$ cat src/rtl/i2c_arb_pkg.sv
// Shared types and widths for the i2c_master_arbiter slice.
package i2c_arb_pkg;

  typedef enum logic [1:0] {
    StIdle   = 2'd0,
    StLaunch = 2'd1,
    StWait   = 2'd2,
    StResp   = 2'd3
  } arb_state_e;

  localparam int unsigned AddrWidth  = 7;
  localparam int unsigned DataWidth  = 8;
  localparam int unsigned GrantWidth = 3;

endpackage

$ cat src/rtl/i2c_rr_picker.sv
// Combinational round-robin picker: first requester at or above rr_ptr, wrapping at NUM_REQ.
module i2c_rr_picker
  import i2c_arb_pkg::*;
#(
  parameter int unsigned NUM_REQ = 4
) (
  input  logic [NUM_REQ-1:0]    req_valid,
  input  logic [GrantWidth-1:0] rr_ptr,
  output logic [NUM_REQ-1:0]    grant,
  output logic [GrantWidth-1:0] grant_idx,
  output logic                  any_req
);

  localparam logic [GrantWidth:0] NumReqW = (GrantWidth + 1)'(NUM_REQ);

  logic [2*NUM_REQ-1:0] doubled;
  logic [NUM_REQ-1:0]   scan;
  logic [GrantWidth-1:0] offset;
  logic [GrantWidth:0]   sum;

  always_comb begin
    // Rotate so bit 0 is the requester at rr_ptr, then find the first set bit.
    doubled = {req_valid, req_valid} >> rr_ptr;
    scan    = doubled[NUM_REQ-1:0];
    any_req = 1'b0;
    offset  = '0;
    for (int i = 0; i < NUM_REQ; i++) begin
      if (!any_req && scan[0]) begin
        any_req = 1'b1;
        offset  = GrantWidth'(i);
      end
      scan = scan >> 1;
    end
    sum = {1'b0, rr_ptr} + {1'b0, offset};
    if (sum >= NumReqW) begin
      sum = sum - NumReqW;
    end
    grant_idx = sum[GrantWidth-1:0];
    grant     = any_req ? (NUM_REQ'(1) << grant_idx) : '0;
  end

endmodule

$ cat src/rtl/i2c_master_arbiter.sv
// Round-robin arbiter sharing one i2c_master between NUM_REQ single-byte requesters.
// Optional watchdog enabled by defining I2C_ARB_TIMEOUT_EN.
module i2c_master_arbiter
  import i2c_arb_pkg::*;
#(
  parameter int unsigned NUM_REQ        = 4,
  parameter int unsigned TIMEOUT_CYCLES = 4096
) (
  input  logic                          clk,
  input  logic                          rst,
  input  logic [NUM_REQ-1:0]            req_valid,
  input  logic [NUM_REQ-1:0]            req_read,
  input  logic [AddrWidth*NUM_REQ-1:0]  req_addr,
  input  logic [DataWidth*NUM_REQ-1:0]  req_wdata,
  output logic [NUM_REQ-1:0]            rsp_valid,
  output logic [DataWidth-1:0]          rsp_rdata,
  output logic                          rsp_error,
  output logic                          rsp_timeout,
  output logic                          busy,
  output logic [GrantWidth-1:0]         grant_id,
  output logic                          read,
  output logic [AddrWidth-1:0]          slave_address,
  output logic [DataWidth-1:0]          data_send_master,
  output logic                          data_send_master_enable,
  input  logic [DataWidth-1:0]          data_receive_master,
  input  logic                          data_receive_master_enable,
  input  logic                          error_master,
  input  logic                          done_master
);

  arb_state_e state_q, state_d;

  logic [GrantWidth-1:0] rr_ptr_q, grant_id_q, pick_idx;
  logic [NUM_REQ-1:0]    pick_grant;
  logic                  any_req;
  logic                  pick_read;
  logic [AddrWidth-1:0]  pick_addr, addr_q;
  logic [DataWidth-1:0]  pick_wdata, wdata_q, rdata_q;
  logic                  read_q, error_q, timeout_q;
  logic                  launch_go, launch_allowed, timeout_hit;

  i2c_rr_picker #(
    .NUM_REQ (NUM_REQ)
  ) u_picker (
    .req_valid (req_valid),
    .rr_ptr    (rr_ptr_q),
    .grant     (pick_grant),
    .grant_idx (pick_idx),
    .any_req   (any_req)
  );

  // AND-OR mux of the granted requester's fields, shifting to keep indices constant.
  logic [NUM_REQ-1:0]           gscan, rscan;
  logic [AddrWidth*NUM_REQ-1:0] ascan;
  logic [DataWidth*NUM_REQ-1:0] dscan;

  always_comb begin
    gscan      = pick_grant;
    rscan      = req_read;
    ascan      = req_addr;
    dscan      = req_wdata;
    pick_read  = 1'b0;
    pick_addr  = '0;
    pick_wdata = '0;
    for (int i = 0; i < NUM_REQ; i++) begin
      if (gscan[0]) begin
        pick_read  = pick_read | rscan[0];
        pick_addr  = pick_addr | ascan[AddrWidth-1:0];
        pick_wdata = pick_wdata | dscan[DataWidth-1:0];
      end
      gscan = gscan >> 1;
      rscan = rscan >> 1;
      ascan = ascan >> AddrWidth;
      dscan = dscan >> DataWidth;
    end
  end

  assign launch_go = (state_q == StIdle) && any_req && launch_allowed;

`ifdef I2C_ARB_TIMEOUT_EN
  localparam int unsigned WdWidth = (TIMEOUT_CYCLES > 1) ? $clog2(TIMEOUT_CYCLES) : 1;

  logic [WdWidth-1:0] wd_cnt_q;
  logic               holdoff_q;
  logic [3:0]         holdoff_cnt_q;

  assign timeout_hit = (state_q == StWait) && (wd_cnt_q == WdWidth'(TIMEOUT_CYCLES - 1)) &&
                       !done_master && !error_master;
  assign launch_allowed = !holdoff_q;

  always_ff @(posedge clk) begin
    if (rst) begin
      wd_cnt_q <= '0;
    end else if (state_q == StLaunch) begin
      wd_cnt_q <= '0;
    end else if (state_q == StWait) begin
      wd_cnt_q <= wd_cnt_q + 1'b1;
    end
  end

  // After a timeout, hold off launching until the stale master finishes or 16 idle cycles pass.
  always_ff @(posedge clk) begin
    if (rst) begin
      holdoff_q     <= 1'b0;
      holdoff_cnt_q <= '0;
    end else if (timeout_hit) begin
      holdoff_q     <= 1'b1;
      holdoff_cnt_q <= '0;
    end else if (holdoff_q) begin
      if (done_master || error_master) begin
        holdoff_q <= 1'b0;
      end else if (state_q == StIdle) begin
        if (holdoff_cnt_q == 4'd15) begin
          holdoff_q <= 1'b0;
        end else begin
          holdoff_cnt_q <= holdoff_cnt_q + 4'd1;
        end
      end
    end
  end
`else
  assign timeout_hit    = 1'b0;
  assign launch_allowed = 1'b1;
`endif

  always_ff @(posedge clk) begin
    if (rst) begin
      state_q <= StIdle;
    end else begin
      state_q <= state_d;
    end
  end

  always_comb begin
    state_d = state_q;
    unique case (state_q)
      StIdle:   if (launch_go) state_d = StLaunch;
      StLaunch: state_d = StWait;
      StWait:   if (error_master || done_master || timeout_hit) state_d = StResp;
      StResp:   state_d = StIdle;
      default:  state_d = StIdle;
    endcase
  end

  always_comb begin
    data_send_master_enable = 1'b0;
    rsp_valid               = '0;
    busy                    = (state_q != StIdle);
    unique case (state_q)
      StLaunch: data_send_master_enable = 1'b1;
      StResp:   rsp_valid = NUM_REQ'(1) << grant_id_q;
      default:  ;
    endcase
  end

  always_ff @(posedge clk) begin
    if (rst) begin
      rr_ptr_q   <= '0;
      grant_id_q <= '0;
      read_q     <= 1'b0;
      addr_q     <= '0;
      wdata_q    <= '0;
      rdata_q    <= '0;
      error_q    <= 1'b0;
      timeout_q  <= 1'b0;
    end else begin
      case (state_q)
        StIdle: begin
          if (launch_go) begin
            grant_id_q <= pick_idx;
            read_q     <= pick_read;
            addr_q     <= pick_addr;
            wdata_q    <= pick_wdata;
          end
        end
        StLaunch: begin
          rdata_q   <= '0;
          error_q   <= 1'b0;
          timeout_q <= 1'b0;
        end
        StWait: begin
          // Writes never capture, so rsp_rdata stays 0 for them.
          if (data_receive_master_enable && read_q) rdata_q <= data_receive_master;
          if (error_master || timeout_hit) error_q <= 1'b1;
          if (timeout_hit) timeout_q <= 1'b1;
        end
        StResp: begin
          rr_ptr_q <= (grant_id_q == GrantWidth'(NUM_REQ - 1)) ? '0 : grant_id_q + 1'b1;
        end
        default: ;
      endcase
    end
  end

  assign grant_id         = grant_id_q;
  assign read             = read_q;
  assign slave_address    = addr_q;
  assign data_send_master = wdata_q;
  assign rsp_rdata        = rdata_q;
  assign rsp_error        = error_q;
  assign rsp_timeout      = timeout_q;

endmodule

$ cat config.mk
export PLATFORM = sky130hd
export DESIGN_NAME = i2c_master_arbiter
export DESIGN_NICKNAME = d
export VERILOG_FILES = /design/src/rtl/i2c_arb_pkg.sv /design/src/rtl/i2c_rr_picker.sv /design/src/rtl/i2c_master_arbiter.sv
export SDC_FILE = /design/constraint.sdc
export NUM_CORES = 1
export LEC_CHECK = 0
export BUFFER_PORTS_ARGS = -buffer_cell sky130_fd_sc_hd__buf_2
export CORE_UTILIZATION = 41
export CTS_CLUSTER_SIZE = 14
export DETAILED_ROUTE_END_ITERATION = 10
export PLACE_DENSITY = 0.76
export SLEW_MARGIN = 20
export SYNTH_ARGS = -nofsm -noshare
export SYNTH_HDL_FRONTEND = slang
export SYNTH_SLANG_ARGS = --single-unit
$ cat constraint.sdc
create_clock -name clk -period 3 [get_ports clk]
set_input_delay 0.15 -clock clk [delete_from_list [all_inputs] [get_ports clk]]
set_output_delay 0.15 -clock clk [all_outputs]
set_load 0.005 [all_outputs]
# After elaboration in Yosys (flattened, before gate mapping)
# Cells that the tools add are included.
[totals] reg_bits=33 out_inout_bits=35
[classes] addsub=3 n_lt_le_gt_ge=1 eq_ne=8 n_shift=3 n_mux=31 bitwise=9 n_reduce_logical=16
[op_table] cell="two-way mux 8 bit" count=5
[op_table] cell="two-way mux 7 bit" count=4
[op_table] cell="OR 8 bit" count=3
[op_table] cell="OR 7 bit" count=3
[op_table] cell="one-hot mux 8 bit (2 select lines)" count=1
[op_table] cell="two-way mux 3 bit" count=4
[op_table] cell="two-way mux 1 bit" count=11
[op_table] cell="two-way mux 4 bit" count=2
[op_table] cell="!= test 2 bit (second input constant)" count=4
[op_table] cell="one-hot mux 2 bit (4 select lines)" count=1
[op_table] cell="AND reduction 2 bit" count=4
[op_table] cell="<< shifter 1 x 3 -> 4 bit (first input constant)" count=2
[op_table] cell="right shift 8 x 3 -> 4 bit" count=1
[op_table] cell="logical AND 1 bit" count=5
[op_table] cell="adder 3 x 3 -> 4 bit" count=1
[op_table] cell="== test 2 bit (second input constant)" count=2
[op_table] cell=">= comparator 4 x 3 -> 1 bit (second input constant)" count=1
[op_table] cell="two-way mux 2 bit" count=2
[op_table] cell="nonzero test 2 bit" count=2
[op_table] cell="adder 3 x 1 -> 3 bit (second input constant)" count=1
[op_table] cell="== test 3 x 2 -> 1 bit (second input constant)" count=1
[op_table] cell="zero test 1 bit" count=3
[op_table] cell="OR 1 bit" count=3
[op_table] cell="subtractor 3 bit (second input constant)" count=1
[op_table] cell="other kinds (4)" count=4

# Logic depth before layout (Yosys ltp)
[logic_depth] word_depth=23 mapped_depth=12 ltp_nobuf=10

# Hierarchy
# A second synthesis with hierarchy kept.
[hier_totals] cells_unflattened=227 area_unflattened_um2=1965.6
[modules_own_cells] module="i2c_master_arbiter" instances=1 cells_each=193 area_per_inst_um2=1697.9 seq_area_each_um2=660.6
[modules_own_cells] module="i2c_rr_picker" instances=1 cells_each=34 area_per_inst_um2=267.8 seq_area_each_um2=0.0

# Worst setup path before layout
# OpenSTA, ideal clock, no wires.
[synth_path] path_type="reg2reg" start="reg rr_ptr_q[0]" end="reg wdata_q[0], in the netlist data_send_master[0]" setup_ps=91 t_arrival_ps=2823 required_time_ps=2909 slack_ps=86 path_stages_with_launch=12 period_less_slack_ps=2914 path_cell_list="dfxtp_1 buf_6 mux2_4 or2_2 o31ai_1 ha_1 a21o_1 clkbuf_1 nand2_1 clkbuf_1 a31oi_1 a311oi_1"
[synth_between] elab_chain_len=23
[synth_rtl] item="start, declared" line_no="i2c_master_arbiter.sv:33" source="logic [GrantWidth-1:0] rr_ptr_q, grant_id_q, pick_idx;"
[synth_rtl] item="start signal, assigned" line_no="i2c_master_arbiter.sv:188" source="rr_ptr_q <= (grant_id_q == GrantWidth'(NUM_REQ - 1)) ? '0 : grant_id_q + 1'b1;"
[synth_rtl] item="right shift 8 x 3 -> 4 bit" line_no="i2c_rr_picker.sv:23" source="doubled = {req_valid, req_valid} >> rr_ptr;"
[synth_rtl] item="two-way mux 1 bit" line_no="i2c_rr_picker.sv:28" source="if (!any_req && scan[0]) begin"
[synth_rtl] item="zero test 1 bit" line_no="i2c_rr_picker.sv:28"
[synth_rtl] item="logical AND 1 bit" line_no="i2c_rr_picker.sv:28"
[synth_rtl] item="two-way mux 1 bit" line_no="i2c_rr_picker.sv:28"
[synth_rtl] item="zero test 1 bit" line_no="i2c_rr_picker.sv:28"
[synth_rtl] item="logical AND 1 bit" line_no="i2c_rr_picker.sv:28"
[synth_rtl] item="two-way mux 1 bit" line_no="i2c_rr_picker.sv:28"
[synth_rtl] item="(+7 left out)"
[synth_rtl] item="two-way mux 4 bit" line_no="i2c_rr_picker.sv:39" source="grant = any_req ? (NUM_REQ'(1) << grant_idx) : '0;"
[synth_rtl] item="two-way mux 8 bit" line_no="i2c_master_arbiter.sv:66" source="if (gscan[0]) begin"
[synth_rtl] item="OR 8 bit" line_no="i2c_master_arbiter.sv:69" source="pick_wdata = pick_wdata | dscan[DataWidth-1:0];"
[synth_rtl] item="two-way mux 8 bit" line_no="i2c_master_arbiter.sv:66"
[synth_rtl] item="OR 8 bit" line_no="i2c_master_arbiter.sv:69"
[synth_rtl] item="two-way mux 8 bit" line_no="i2c_master_arbiter.sv:66"
[synth_rtl] item="OR 8 bit" line_no="i2c_master_arbiter.sv:69"
[synth_rtl] item="two-way mux 8 bit" line_no="i2c_master_arbiter.sv:66"
[synth_rtl] item="end signal, assigned" line_no="i2c_master_arbiter.sv:173" source="wdata_q <= pick_wdata;"
[synth_rtl] item="end, declared" line_no="i2c_master_arbiter.sv:38" source="logic [DataWidth-1:0] pick_wdata, wdata_q, rdata_q;"
# Several ways; a longest one is shown, not always the timed one.
# A chain may end at the register's enable or synchronous reset.

# Worst setup path in the final report
[layout_path] start="reg rr_ptr_q[0]" end="reg wdata_q[3], in the netlist data_send_master[3]"
# The elaborated chain is that of the path after synthesis.

==> impl_metrics.yaml <==
run_status:
  status: "finished clean"
clock_network:
  h-tree-depth: 2
  cts_tree: "built"
  clock-sinks: 33
  cts_buffers: 5
  cts.path.max_buffers: 2
  clkLatencyLatePin_ns: 0.28
  clk_pin_slew_ns: 0.08
  hold_buffers: 0
  root_buffer: "clkbuf_8"
synthesis:
  synth-seq-area-share: 0.295
  yosys_warnings: 0
  avgSynthCellArea_um2: 8.72
  syn-num-nets: 349
  synth_edf_count: 0
  synth_area_leaders: "dfxtp_1 (29%), mux2i_1 (8.5%), mux2_2 (8.0%)"
  syn_area_um2: 2240
  async_reset_ff_frac: 0
  yosysTopAreaCellShare: 0.295
  ys.flop_type: "dfxtp_1"
  synthCells: 257
  synth_top_area_cell: "dfxtp_1"
  ys_types: 44
  yosys_register_bits: 33
placed_design:
  place_inst: 421
  port_buffers: 114
  post-dp-hpwl_mm: 4.36
  gp_congestion: 0.769
routing:
  vias: 2284
  drt-total-wl_mm: 5.91
  antenna_left: 0
  wl_per_cell_um: 13.8
  firstDrtPassIters: 4
  drt_iter0_drc: 85
  avgViaCountPerCell: 5.32
  route.detailed.drc: 0
global_route:
  top_usage_layer: "met2"
  grt_remaining_overflow: 0
  grt_pass1_vias: 2198
  grt_util_met1: 0.251
  antenna_found_initial: 0
  grt_use_met2: 0.374
  grt_usage: 0.210
  grt_max_degree: 34
  grt_util_met3: 0.0554
  grt_pass1_wl_mm: 9.96
worst_setup_path:
  critPathMaxStageDelay_ns: 0.42
  crit_chain: "mux2_4 > or2_2 > nand4b_1 > o31ai_2 > fa_1 > and2_1 > nand2_1 > buf_4 > a31oi_1 > a311oi_1"
  critPathBufInv: 1
  cp.required_ns: 3.19
  crit_path_start_kind: "register"
  critPathCaptureType: "register"
  cp_top_family: "simple AND/OR/NAND/NOR gates"
  cp_slowest_cell: "dfxtp_2"
  worstPathMaxFanout: 11
  crit_type: "reg2reg"
  crit_arrival_ns: 2.96
sta:
  post-route-min-period_ns: 2.77
  rsz0062_at_grt: "no"
  max_freq_mhz: 360
  tns_ns: 0
  hold_violations: 0
  fin_skew_ns: 0.00556
  final_max_slew_viol_count: 0
  fin_crit_sh: 0.925
  worst_pin_slew_ns: 0.789
  relSlewSlack: 0.474
  finalHoldWorstSlack_ns: 0.103
  finalSetupViolations: 0
finish:
  nNetsFinal: 450
  n_fill_cell: 487
  drive_above_1_share: 0.426
  final_cells: 429
  multi_input_area_um2: 1430
  seqCellArea_um2: 662
  area_delta_synth_final_pct: 32.2
  n_antenna_cell: 0
die:
  num_io_pins: 116
  fp.dieH_um: 76.0
  die_w_um: 76.0
  core_area_um2: 5170
  start_util: 0.433
  die_area_um2: 5770
  num_rows: 26
pwr:
  vdd_drop_max_mv: 0.317
  p_per_area_nw_per_um2: 754
  leakagePower_uw: 0.00134
  power.total_uw: 2240
hold_path:
  hold_path_class: "in2reg"
flow_run:
  maxCapViolCount: 0
-- worst reg2reg max path, stage by stage (launching register included) --
cell and delay (ns):
dfxtp_2 0.42, mux2_4 0.34, or2_2 0.30, nand4b_1 0.11
o31ai_2 0.10, fa_1 0.40, and2_1 0.18, nand2_1 0.22
buf_4 0.24, a31oi_1 0.10, a311oi_1 0.28
-- cells in the mapped netlist, types with 5 or more instances --
master,instances
a21oi_1,13
mux2i_1,19
dfxtp_1,33
a211oi_1,16
ha_1,10
o21ai_0,5
nor3_1,18
nand3_1,9
a31oi_1,16
inv_1,7
nand2_1,14
clkbuf_1,16
a311oi_1,16
and2_1,5
buf_2,6
mux2_2,16
-- placed cells by master (no fill, tap or decap), drive strengths merged, types with 3 or more instances in the layout --
cell,n
and2,5
nor2,3
nand2b,3
ha,10
nor3,19
buf,121
mux2i,19
a311oi,16
a211oi,16
clkbuf,6
nand2,14
a31oi,16
mux2,17
dfxtp,33
inv,7
o21ai,6
a21oi,13
nand3,9
-- cell type report --
type	count	share of cell area
multi-input cells	190	0.483
clock inverters	2	0.0127
inverters	7	0.00886
clock buffers	6	0.0279
well taps	70	0.0295
repair buffers	121	0.214
flip-flops and latches	33	0.223
-- flip-flops by register name, summed over array words and instances, names as in the netlist --
signal            cells
data_send_master      8
grant_id              3
read                  1
rr_ptr_q              3
rsp_error             1
rsp_rdata             8
slave_address         7
state_q               2
-- what timing repair did --
action / in CTS / in global routing
buffers inserted: 0 / 0
setup endpoints to repair: 1 / 8
resized for setup: 1 / 1
hold endpoints to repair: 0 / 0
-- final timing paths --
| kind | startpoint | to | slack, ns | depth (start not counted) |
|---|---|---|---|---|
| worst max-delay path | rr_ptr_q[0] | data_send_master[3] | 0.23 | 10 |
| worst min-delay path | data_receive_master[3] | rsp_rdata[3] | 0.10 | 3 |
| worst max register to register | rr_ptr_q[0] | data_send_master[3] | 0.23 | 10 |
| worst min register to register | rsp_rdata[5] | rsp_rdata[5] | 0.47 | 2 |
-- per-layer routing --
layer	part of all wire	up-vias	wire (um)
li1	-	1171	-
met1	0.44	1017	2610
met2	0.49	94	2890
met3	0.064	2	379
met4	0.0046	0	27
met5	0	-	0
-- report_power, final --
part / internal [uW] / switching, uW / leakage, uW
logic: 533 / 597 / 0.00102
clock network: 270 / 173 / 0.0000574
registers: 573 / 89.3 / 0.000272
-- stage by stage --
step	setup slack [ns]	cell area, um2	utilization
after floorplan	0.0860	2240	-
after global placement	0.188	2840	0.549
after detailed placement	0.00960	2840	0.549
after CTS	0.0907	2960	0.573
after global routing	0.0237	2960	0.573
final	0.225	2960	0.573
-- cells by family after synthesis --
group                      count (synthesis)  share of synthesized area
AOI/OAI and AO/OA                         77                      0.245
adders and majority gates                 11                     0.0647
buffers and inverters                     34                     0.0686
DFF                                       33                      0.295
muxes                                     36                      0.172
other                                      1                    0.00167
and+or+nand+nor                           65                      0.153
Power figures use the tool's default switching activity.
